===== config.mk =====
export PLATFORM = sky130hd
export DESIGN_NAME = alu_arbiter
export DESIGN_NICKNAME = d
export VERILOG_FILES = /design/src/rtl/alu_arbiter.sv
export SDC_FILE = /design/constraint.sdc
export NUM_CORES = 1
export LEC_CHECK = 0
export CAP_MARGIN = 15
export CORE_MARGIN = 5
export CORE_UTILIZATION = 42
export DETAILED_ROUTE_END_ITERATION = 8
export PLACE_DENSITY = 0.93
export SLEW_MARGIN = 40
export SYNTH_ARGS = -nofsm -noshare
export SYNTH_HDL_FRONTEND = slang
export SYNTH_SLANG_ARGS = --single-unit
export TNS_END_PERCENT = 50

===== constraint.sdc =====
create_clock -name clk -period 4.8 [get_ports clk]
set_input_delay 0.96 -clock clk [delete_from_list [all_inputs] [get_ports clk]]
set_output_delay 0.96 -clock clk [all_outputs]
set_load 0.01 [all_outputs]

===== src/rtl/alu_arbiter.sv =====
// rtl/alu_arbiter.sv - two-requester round-robin front end for a shared combinational ALU
// One operation in flight at a time: IDLE accepts, EXEC drives the ALU, RESP holds the result.
package alu_arbiter_pkg;
  typedef enum logic [3:0] {
    ALU_AND = 4'b0000,
    ALU_OR  = 4'b0001,
    ALU_ADD = 4'b0010,
    ALU_XOR = 4'b0011,
    ALU_SUB = 4'b0110,
    ALU_SLT = 4'b0111,
    ALU_NOR = 4'b1100
  } alu_control_t;
endpackage

module alu_arbiter
  import alu_arbiter_pkg::*;
#(
  parameter int N = 32
) (
  input  logic         clk,
  input  logic         rst,
  input  logic         req0_valid,
  input  logic         req1_valid,
  output logic         req0_ready,
  output logic         req1_ready,
  input  logic [N-1:0] req0_a,
  input  logic [N-1:0] req0_b,
  input  logic [N-1:0] req1_a,
  input  logic [N-1:0] req1_b,
  input  alu_control_t req0_control,
  input  alu_control_t req1_control,
  output logic [N-1:0] alu_a,
  output logic [N-1:0] alu_b,
  output alu_control_t alu_control,
  input  logic [N-1:0] alu_result,
  input  logic         alu_overflow,
  input  logic         alu_zero,
  input  logic         alu_equal,
  output logic         resp_valid,
  input  logic         resp_ready,
  output logic         resp_id,
  output logic [N-1:0] resp_result,
  output logic         resp_overflow,
  output logic         resp_zero,
  output logic         resp_equal,
  output logic [15:0]  ops_done
);

  typedef enum logic [1:0] {
    IDLE = 2'd0,
    EXEC = 2'd1,
    RESP = 2'd2
  } state_t;

  state_t       state_q;
  logic         ptr_q;
  logic [N-1:0] a_q;
  logic [N-1:0] b_q;
  alu_control_t ctrl_q;
  logic         id_q;
  logic         resp_valid_q;
  logic [N-1:0] resp_result_q;
  logic         resp_overflow_q;
  logic         resp_zero_q;
  logic         resp_equal_q;
  logic [15:0]  ops_done_q;
  logic [15:0]  ops_done_d;

  logic idle;
  logic grant1;
  logic accept;

  // A lone valid wins outright; the pointer only breaks ties.
  assign idle       = (state_q == IDLE);
  assign grant1     = req1_valid && (!req0_valid || ptr_q);
  assign req1_ready = idle && grant1;
  assign req0_ready = idle && req0_valid && !grant1;
  assign accept     = req0_ready || req1_ready;

  assign ops_done_d = (state_q == RESP && resp_ready) ? ops_done_q + 16'd1 : ops_done_q;

  always_ff @(posedge clk or negedge rst) begin
    if (!rst) begin
      state_q         <= IDLE;
      ptr_q           <= 1'b0;
      a_q             <= '0;
      b_q             <= '0;
      ctrl_q          <= ALU_AND;
      id_q            <= 1'b0;
      resp_valid_q    <= 1'b0;
      resp_result_q   <= '0;
      resp_overflow_q <= 1'b0;
      resp_zero_q     <= 1'b0;
      resp_equal_q    <= 1'b0;
      ops_done_q      <= 16'd0;
    end else begin
      ops_done_q <= ops_done_d;
      case (state_q)
        IDLE: begin
          if (accept) begin
            a_q     <= grant1 ? req1_a : req0_a;
            b_q     <= grant1 ? req1_b : req0_b;
            ctrl_q  <= grant1 ? req1_control : req0_control;
            id_q    <= grant1;
            ptr_q   <= !grant1;
            state_q <= EXEC;
          end
        end
        EXEC: begin
          resp_result_q   <= alu_result;
          resp_overflow_q <= alu_overflow;
          resp_zero_q     <= alu_zero;
          resp_equal_q    <= alu_equal;
          resp_valid_q    <= 1'b1;
          state_q         <= RESP;
        end
        RESP: begin
          if (resp_ready) begin
            resp_valid_q <= 1'b0;
            state_q      <= IDLE;
          end
        end
        default: state_q <= IDLE;
      endcase
    end
  end

  // ALU inputs always come from the latched operands, so they never follow requester inputs.
  assign alu_a         = a_q;
  assign alu_b         = b_q;
  assign alu_control   = ctrl_q;
  assign resp_valid    = resp_valid_q;
  assign resp_id       = id_q;
  assign resp_result   = resp_result_q;
  assign resp_overflow = resp_overflow_q;
  assign resp_zero     = resp_zero_q;
  assign resp_equal    = resp_equal_q;
  assign ops_done      = ops_done_q;

endmodule

==> results of run 1 <==
-- worst min-delay path: stages, from the launching register on --
cell and delay (ns):
dfrtp_1 0.34, nand2_1 0.05, nand2_1 0.05
-- cell families after synthesis --
family	Yosys count	synth area share, %
AOI/OAI and AO/OA	74	10.59
muxes	53	10.73
DFF	124	57.84
buffers and inverters	31	4.734
and+or+nand+nor	154	13.43
adders and majority gates	1	0.2332
xor gates and xnor gates	15	2.449
-- cell usage in the layout, fill, tap and decap left out, types with 2 or more instances in the layout --
master / instances
clkdlybuf4s50_1: 297
nand2_1: 126
dfrtp_1: 124
a22oi_1: 41
mux2_2: 36
mux2i_1: 17
clkbuf_16: 17
xnor2_1: 12
a22oi_2: 10
o21ai_1: 10
o21ai_0: 7
nand3_1: 5
nor2_1: 4
inv_1: 4
buf_4: 4
xor2_1: 3
clkbuf_1: 3
clkbuf_8: 3
bufinv_16: 3
nand4_1: 2
a21oi_1: 2
clkinv_2: 2
-- power breakdown --
part / internal, uW / total [uW] / switching, uW / leakage, uW
logic: 1350 / 2440 / 1100 / 0.00214
clock network: 833 / 1270 / 434 / 0.000282
registers: 1520 / 1830 / 308 / 0.00152
total: 3700 / 5540 / 1840 / 0.00394
-- metrics by stage --
step	total power (uW)	cell area (um^2)
floorplan	2974	5365
global placement	4178	8373
detailed placement	4296	8379
CTS	5600	8960
global route	5866	8966
finish	5542	8966
-- synthesized netlist by cell type, types with 3 or more instances --
cell type  instances
a22oi_1           41
a22oi_2           10
buf_2              5
buf_4              4
buf_6              4
buf_8              4
clkbuf_1           7
dfrtp_1          124
inv_1              4
mux2_2            36
mux2i_1           17
nand2_1          126
nand3_1            5
nor2_1             4
o21ai_0            7
o21ai_1           11
xnor2_1           12
xor2_1             3
-- flip-flops by register name, indices dropped and copies added, names as in the netlist --
| signal | flops |
|---|---|
| resp_zero | 1 |
| ptr_q | 1 |
| alu_a | 32 |
| resp_id | 1 |
| resp_valid | 1 |
| resp_equal | 1 |
| alu_b | 32 |
| ops_done | 16 |
| resp_overflow | 1 |
| resp_result | 32 |
| state_q | 2 |
| alu_control | 4 |
-- metal layers --
layer / GRT usage, % / part of all wire [%] / vias to the layer above
li1: - / - / 2150
met1: 23.92 / 35 / 2228
met2: 40.66 / 53 / 220
met3: 8.554 / 9.7 / 38
met4: 9.135 / 2.7 / 0
met5: 0 / 0 / -
-- cell type report --
class,instances,area (um^2),share of cell area (%)
Clock buffer,22,464.2,5.177
Multi-Input combinational cell,297,2024,22.58
Inverter,4,15.01,0.1675
Sequential cell,124,3103,34.61
Timing Repair Buffer,303,3028,33.77
Clock inverter,7,116.4,1.298
Tap cell,172,215.2,2.400
-- final timing paths --
check	startpoint	end	slack [ns]	cells after the start
hold reg to reg	alu_b[29]	alu_b[29]	0.46	2
setup / recovery	req1_valid	req1_ready	1.14	4
max in group asynchronous	rst	alu_a[10]	3.20	2
hold / removal	alu_b[29]	alu_b[29]	0.46	2
setup reg to reg	state_q[1]	alu_b[20]	2.75	5
min in group asynchronous	rst	resp_result[6]	0.59	1
==> metrics.txt, run 1 <==
share of cells above drive strength 1 12.15%; drt total wl 17.17 mm; fraction of registers with async set/reset 100.0%; dpl hpwl 12.95 mm; cell count after synthesis 452; area of the core 12570 um^2; H-tree Lvls 4; full die area 15130 um^2; wire length per cell 18.48 um; vias in the first global route 5090; CTS Sinks 124; status finished clean; Slew headroom 55.14%; drt drc 0; Critical Path RT 3.84 ns; final setup fails 0; ant diodes 0; RSZ-0062 raised after global routing no; CTS Root Cell clkbuf_16; Hold Slack 0.4627 ns; Vias/cell 4.990; WP buf/inv 2; fin util 71.34%; total number of vias 4636; global-route wire length before repair 26.14 mm; #FFs+latches synth 124; DRT iter0 DRCs 221; Tot GR Track Use 22.66%; area leader, netlist dfrtp_1; dpl ws 1.134 ns; dominant cells by area after synthesis dfrtp_1 (58%), nand2_1 (8.8%), mux2_2 (7.6%); cell area after synthesis 5365 um^2; antenna violations before repair 0; Die H 123.0 um; nets 924; ANT nets after route 0; Fillers 851; number of setup buffers added after CTS 0; area grow syn2layout 67.12%; Crit. End Element output port; Initial Util 42.69%; CP delay by family, top buffers and inverters; Final Max Tran Viols 0; Pleak 0.003944 uW; Max clock buf depth 2; CP Launch Type primary input; YS warnings 0; ys flop type dfrtp_1; CTS Hold Bufs 0; Post-Syn Area per Cell 11.87 um^2; Hold Fails Final Rpt 0; Worst Path Max Fanout 4; largest net degree at the start of global routing 87; distinct cell type count after synthesis 43; Peak supply drop 0.3205 mV; PortBufs 298; Arrival @ worst endpoint 2.70 ns; setup tns final 0 ns; post-synthesis net count 629; skew final 0.005398 ns; GR Overflow Total 0; max incr delay on CP 0.63 ns; Fmax achieved 273.0 MHz; # Max-Cap Violations 0; # rows 41; CTS buffer count 17; Power Density 618.1 nW/um^2; gp weighted congestion 0.8013; top-area cell type share of the netlist area 57.84%; Worst-path clk slew 0.05 ns; Post-synth EDFFs 0; setup ws final 1.137 ns; Horiz. Die Dim 123.0 um; critical-path cell list clkdlybuf4s50_1 -> or3b_4 -> nor2_8 -> clkdlybuf4s50_1; worst hold path type reg2reg; post-layout min period 3.663 ns; later-pin clock latency in the skew report 0.40 ns; WS Path Type in2out; Cell Count, Final, Fillers Out 929; First-pass DRT Iterations 4; CTS tree done; Worst-Margin Slew 0.6729 ns; sequential cell area fraction in the yosys report 57.84%; Slowest cell on crit path clkdlybuf4s50_1; most used cell, CP clkdlybuf4s50_1; fin crit share 76.31%; IO Count 299; Placed Instances 900; post-cts repair resize count 0
(Power assumes the default switching activity.)
==> run 2, diff against run 1 <==
--- a/config.mk
+++ b/config.mk
@@ -7,9 +7,9 @@
 export LEC_CHECK = 0
 export CAP_MARGIN = 15
 export CORE_MARGIN = 5
-export CORE_UTILIZATION = 42
+export CORE_UTILIZATION = 39
 export DETAILED_ROUTE_END_ITERATION = 8
-export PLACE_DENSITY = 0.93
+export PLACE_DENSITY = 0.88
 export SLEW_MARGIN = 40
 export SYNTH_ARGS = -nofsm -noshare
 export SYNTH_HDL_FRONTEND = slang
==> constraint.sdc (replaced) <==
create_clock -name clk -period 3.8 [get_ports clk]
set_input_delay 0.76 -clock clk [delete_from_list [all_inputs] [get_ports clk]]
set_output_delay 0.76 -clock clk [all_outputs]
set_load 0.01 [all_outputs]
==> run 2 against run 1 <==
Die area increased by 7.1%. Sequential cell count unchanged. Non-clock buffer count increased by 1. Critical path type unchanged. Cell count increased by 0.75%. Sequential share of layout area decreased by 0.29 points. Clock-buffer cell count decreased by 2.
==> metrics.txt, run 2 (synthesis gave the netlist of run 1 again) <==
status finished clean (unchanged); IO Count 299 (unchanged); GR Util met1 22.25% (was 23.92%); Horiz. Die Dim 127.3 um (was 123.0 um); Peak supply drop 0.3918 mV (was 0.3205 mV); Sw Ratio 32.63% (was 33.18%); CTS Root Cell clkbuf_16 (unchanged); Vias/cell 5.009 (was 4.990); Hold Fails Final Rpt 0 (unchanged); vias in the first global route 5088 (was 5090); First-pass DRT Iterations 4 (unchanged); later-pin clock latency in the skew report 0.41 ns (was 0.40 ns); PortBufs 298 (unchanged); CTS Sinks 124 (unchanged); Max clock buf depth 2 (unchanged); worst hold path type in2async (was reg2reg); ANT nets after route 0 (unchanged); Pleak 0.003977 uW (was 0.003944 uW); skew final 0.01139 ns (was 0.005398 ns); most common cell after layout, fill and taps aside clkdlybuf4s50_1 (unchanged); full die area 16200 um^2 (was 15130 um^2); Tot GR Track Use 20.53% (was 22.66%); Critical Path RT 3.04 ns (was 3.84 ns); Worst-path clk slew 0.05 ns (about the same); Power Density 781.9 nW/um^2 (was 618.1 nW/um^2); number of setup buffers added after CTS 0 (unchanged); area grow syn2layout 68.54% (was 67.12%); CTS Hold Bufs 0 (unchanged); Die H 127.3 um (was 123.0 um); Worst-Margin Slew 0.6029 ns (was 0.6729 ns); WP buf/inv 2 (unchanged); CP delay by family, top buffers and inverters (unchanged); dpl hpwl 12.62 mm (was 12.95 mm); ant diodes 0 (unchanged); Comb power frac 43.5% (was 44.1%); gp weighted congestion 0.8032 (was 0.8013); critical-path cell list clkdlybuf4s50_1 -> or3b_4 -> nor2_8 -> clkdlybuf4s50_1 (unchanged); wire length per cell 17.65 um (was 18.48 um); Most Crowded Layer GR met2 (unchanged); RSZ-0062 raised after global routing no (unchanged); drt total wl 16.52 mm (was 17.17 mm); H-tree Lvls 4 (unchanged); met2 usage 35.65% (was 40.66%); area of the core 13350 um^2 (was 12570 um^2); # rows 42 (was 41); GR Util met3 7.346% (was 8.554%); placed inst area 8411 um^2 (was 8379 um^2); fin crit share 85.79%; Fmax achieved 306.8 MHz; drt drc 0 (unchanged); fin area 9042 um^2 (was 8966 um^2); Slew headroom 59.81% (was 55.14%); Crit. End Element output port (unchanged); Initial Util 40.19% (was 42.69%); internal power 4763 uW (was 3703 uW); Slowest cell on crit path clkdlybuf4s50_1 (unchanged); # Max-Cap Violations 0 (unchanged); Arrival @ worst endpoint 2.50 ns (was 2.70 ns); final setup fails 0 (unchanged); clock group share of total power 24.0% (was 22.9%); global-route wire length before repair 26.10 mm (was 26.14 mm); total number of vias 4688 (was 4636); antenna violations before repair 0 (unchanged); DRT iter0 DRCs 201 (was 221); CTS tree done (unchanged); most used cell, CP clkdlybuf4s50_1 (unchanged); Switch Pwr 2307 uW (was 1839 uW); setup tns final 0 ns (unchanged); Worst Path Max Fanout 4 (unchanged); largest net degree at the start of global routing 87 (unchanged); CP Launch Type primary input (unchanged); Final Max Tran Viols 0 (unchanged); post-cts repair resize count 0 (unchanged); max incr delay on CP 0.63 ns (about the same); GR Overflow Total 0 (unchanged); WS Path Type in2out (unchanged); Sequential Power Share 32.5% (was 33.1%); CTS buffer count 17 (unchanged); nets 925 (was 924); most frequent cells in the layout clkdlybuf4s50_1 (297), nand2_1 (126), dfrtp_1 (124) (unchanged); post-layout min period 3.260 ns; share of cells above drive strength 1 12.63% (was 12.15%)
## run 2: changes by cell type in the layout (fill, tap and decap cells not counted), sizes merged
cell      delta
buf          +2
bufinv       +1
clkbuf       -3
clkinv       +2
clkinvlp     +1
## run 2: area by class of cell
type,count,area [um^2]
well taps,176,220.2
inverters,4,15.01
flip-flops and latches,124,3103
multi-input cells,297,2027
repair buffers,304,3053
clock buffers,20,456.7
fillers,970,4305
clock inverters,11,167.7
## run 2: power groups by stage
| stage | Combinational (uW) | Sequential (uW) | Clock, uW |
|---|---|---|---|
| 6_report | 3070 | 2300 | 1700 |
| 5_1_grt | 3320 | 2380 | 1800 |
| 4_1_cts | 3120 | 2310 | 1730 |
| 3_5_place_dp | 3100 | 2320 | 0 |
| 3_3_place_gp | 3000 | 2270 | 0 |
| 2_1_floorplan | 1230 | 2530 | 0 |
## run 2: routing by layer
| metal | wire [um] | part of all wire, % |
|---|---|---|
| met2 | 8596 | 52 |
| met4 | 589 | 3.6 |
| met3 | 1487 | 9.0 |
| met1 | 5848 | 35 |
| met5 | 0 | 0 |
## run 2: per-stage QoR
stage               hold WS, ns  utilization, %  power (uW)  instances  setup WS (ns)
global placement         0.4491           62.90        5273        904         0.5716
CTS                      0.4275           67.69        7159        936         0.5336
global route             0.3352           67.74        7504        936         0.5045
floorplan                0.4644               -        3757        452          1.545
finish                   0.2986           67.74        7071        936         0.5401
detailed placement       0.4544           63.01        5417        905         0.5332
## run 2: final timing paths
path / end / slack, ns / cells past startpoint / start
setup / recovery: req1_ready / 0.54 / 4 / req1_valid
min in group clk: alu_b[24] / 0.46 / 2 / alu_b[24]
setup reg to reg: alu_b[11] / 1.73 / 5 / state_q[1]
max in group asynchronous: state_q[0] / 2.74 / 2 / rst
hold reg to reg: alu_b[24] / 0.46 / 2 / alu_b[24]
hold / removal: alu_a[10] / 0.30 / 1 / rst
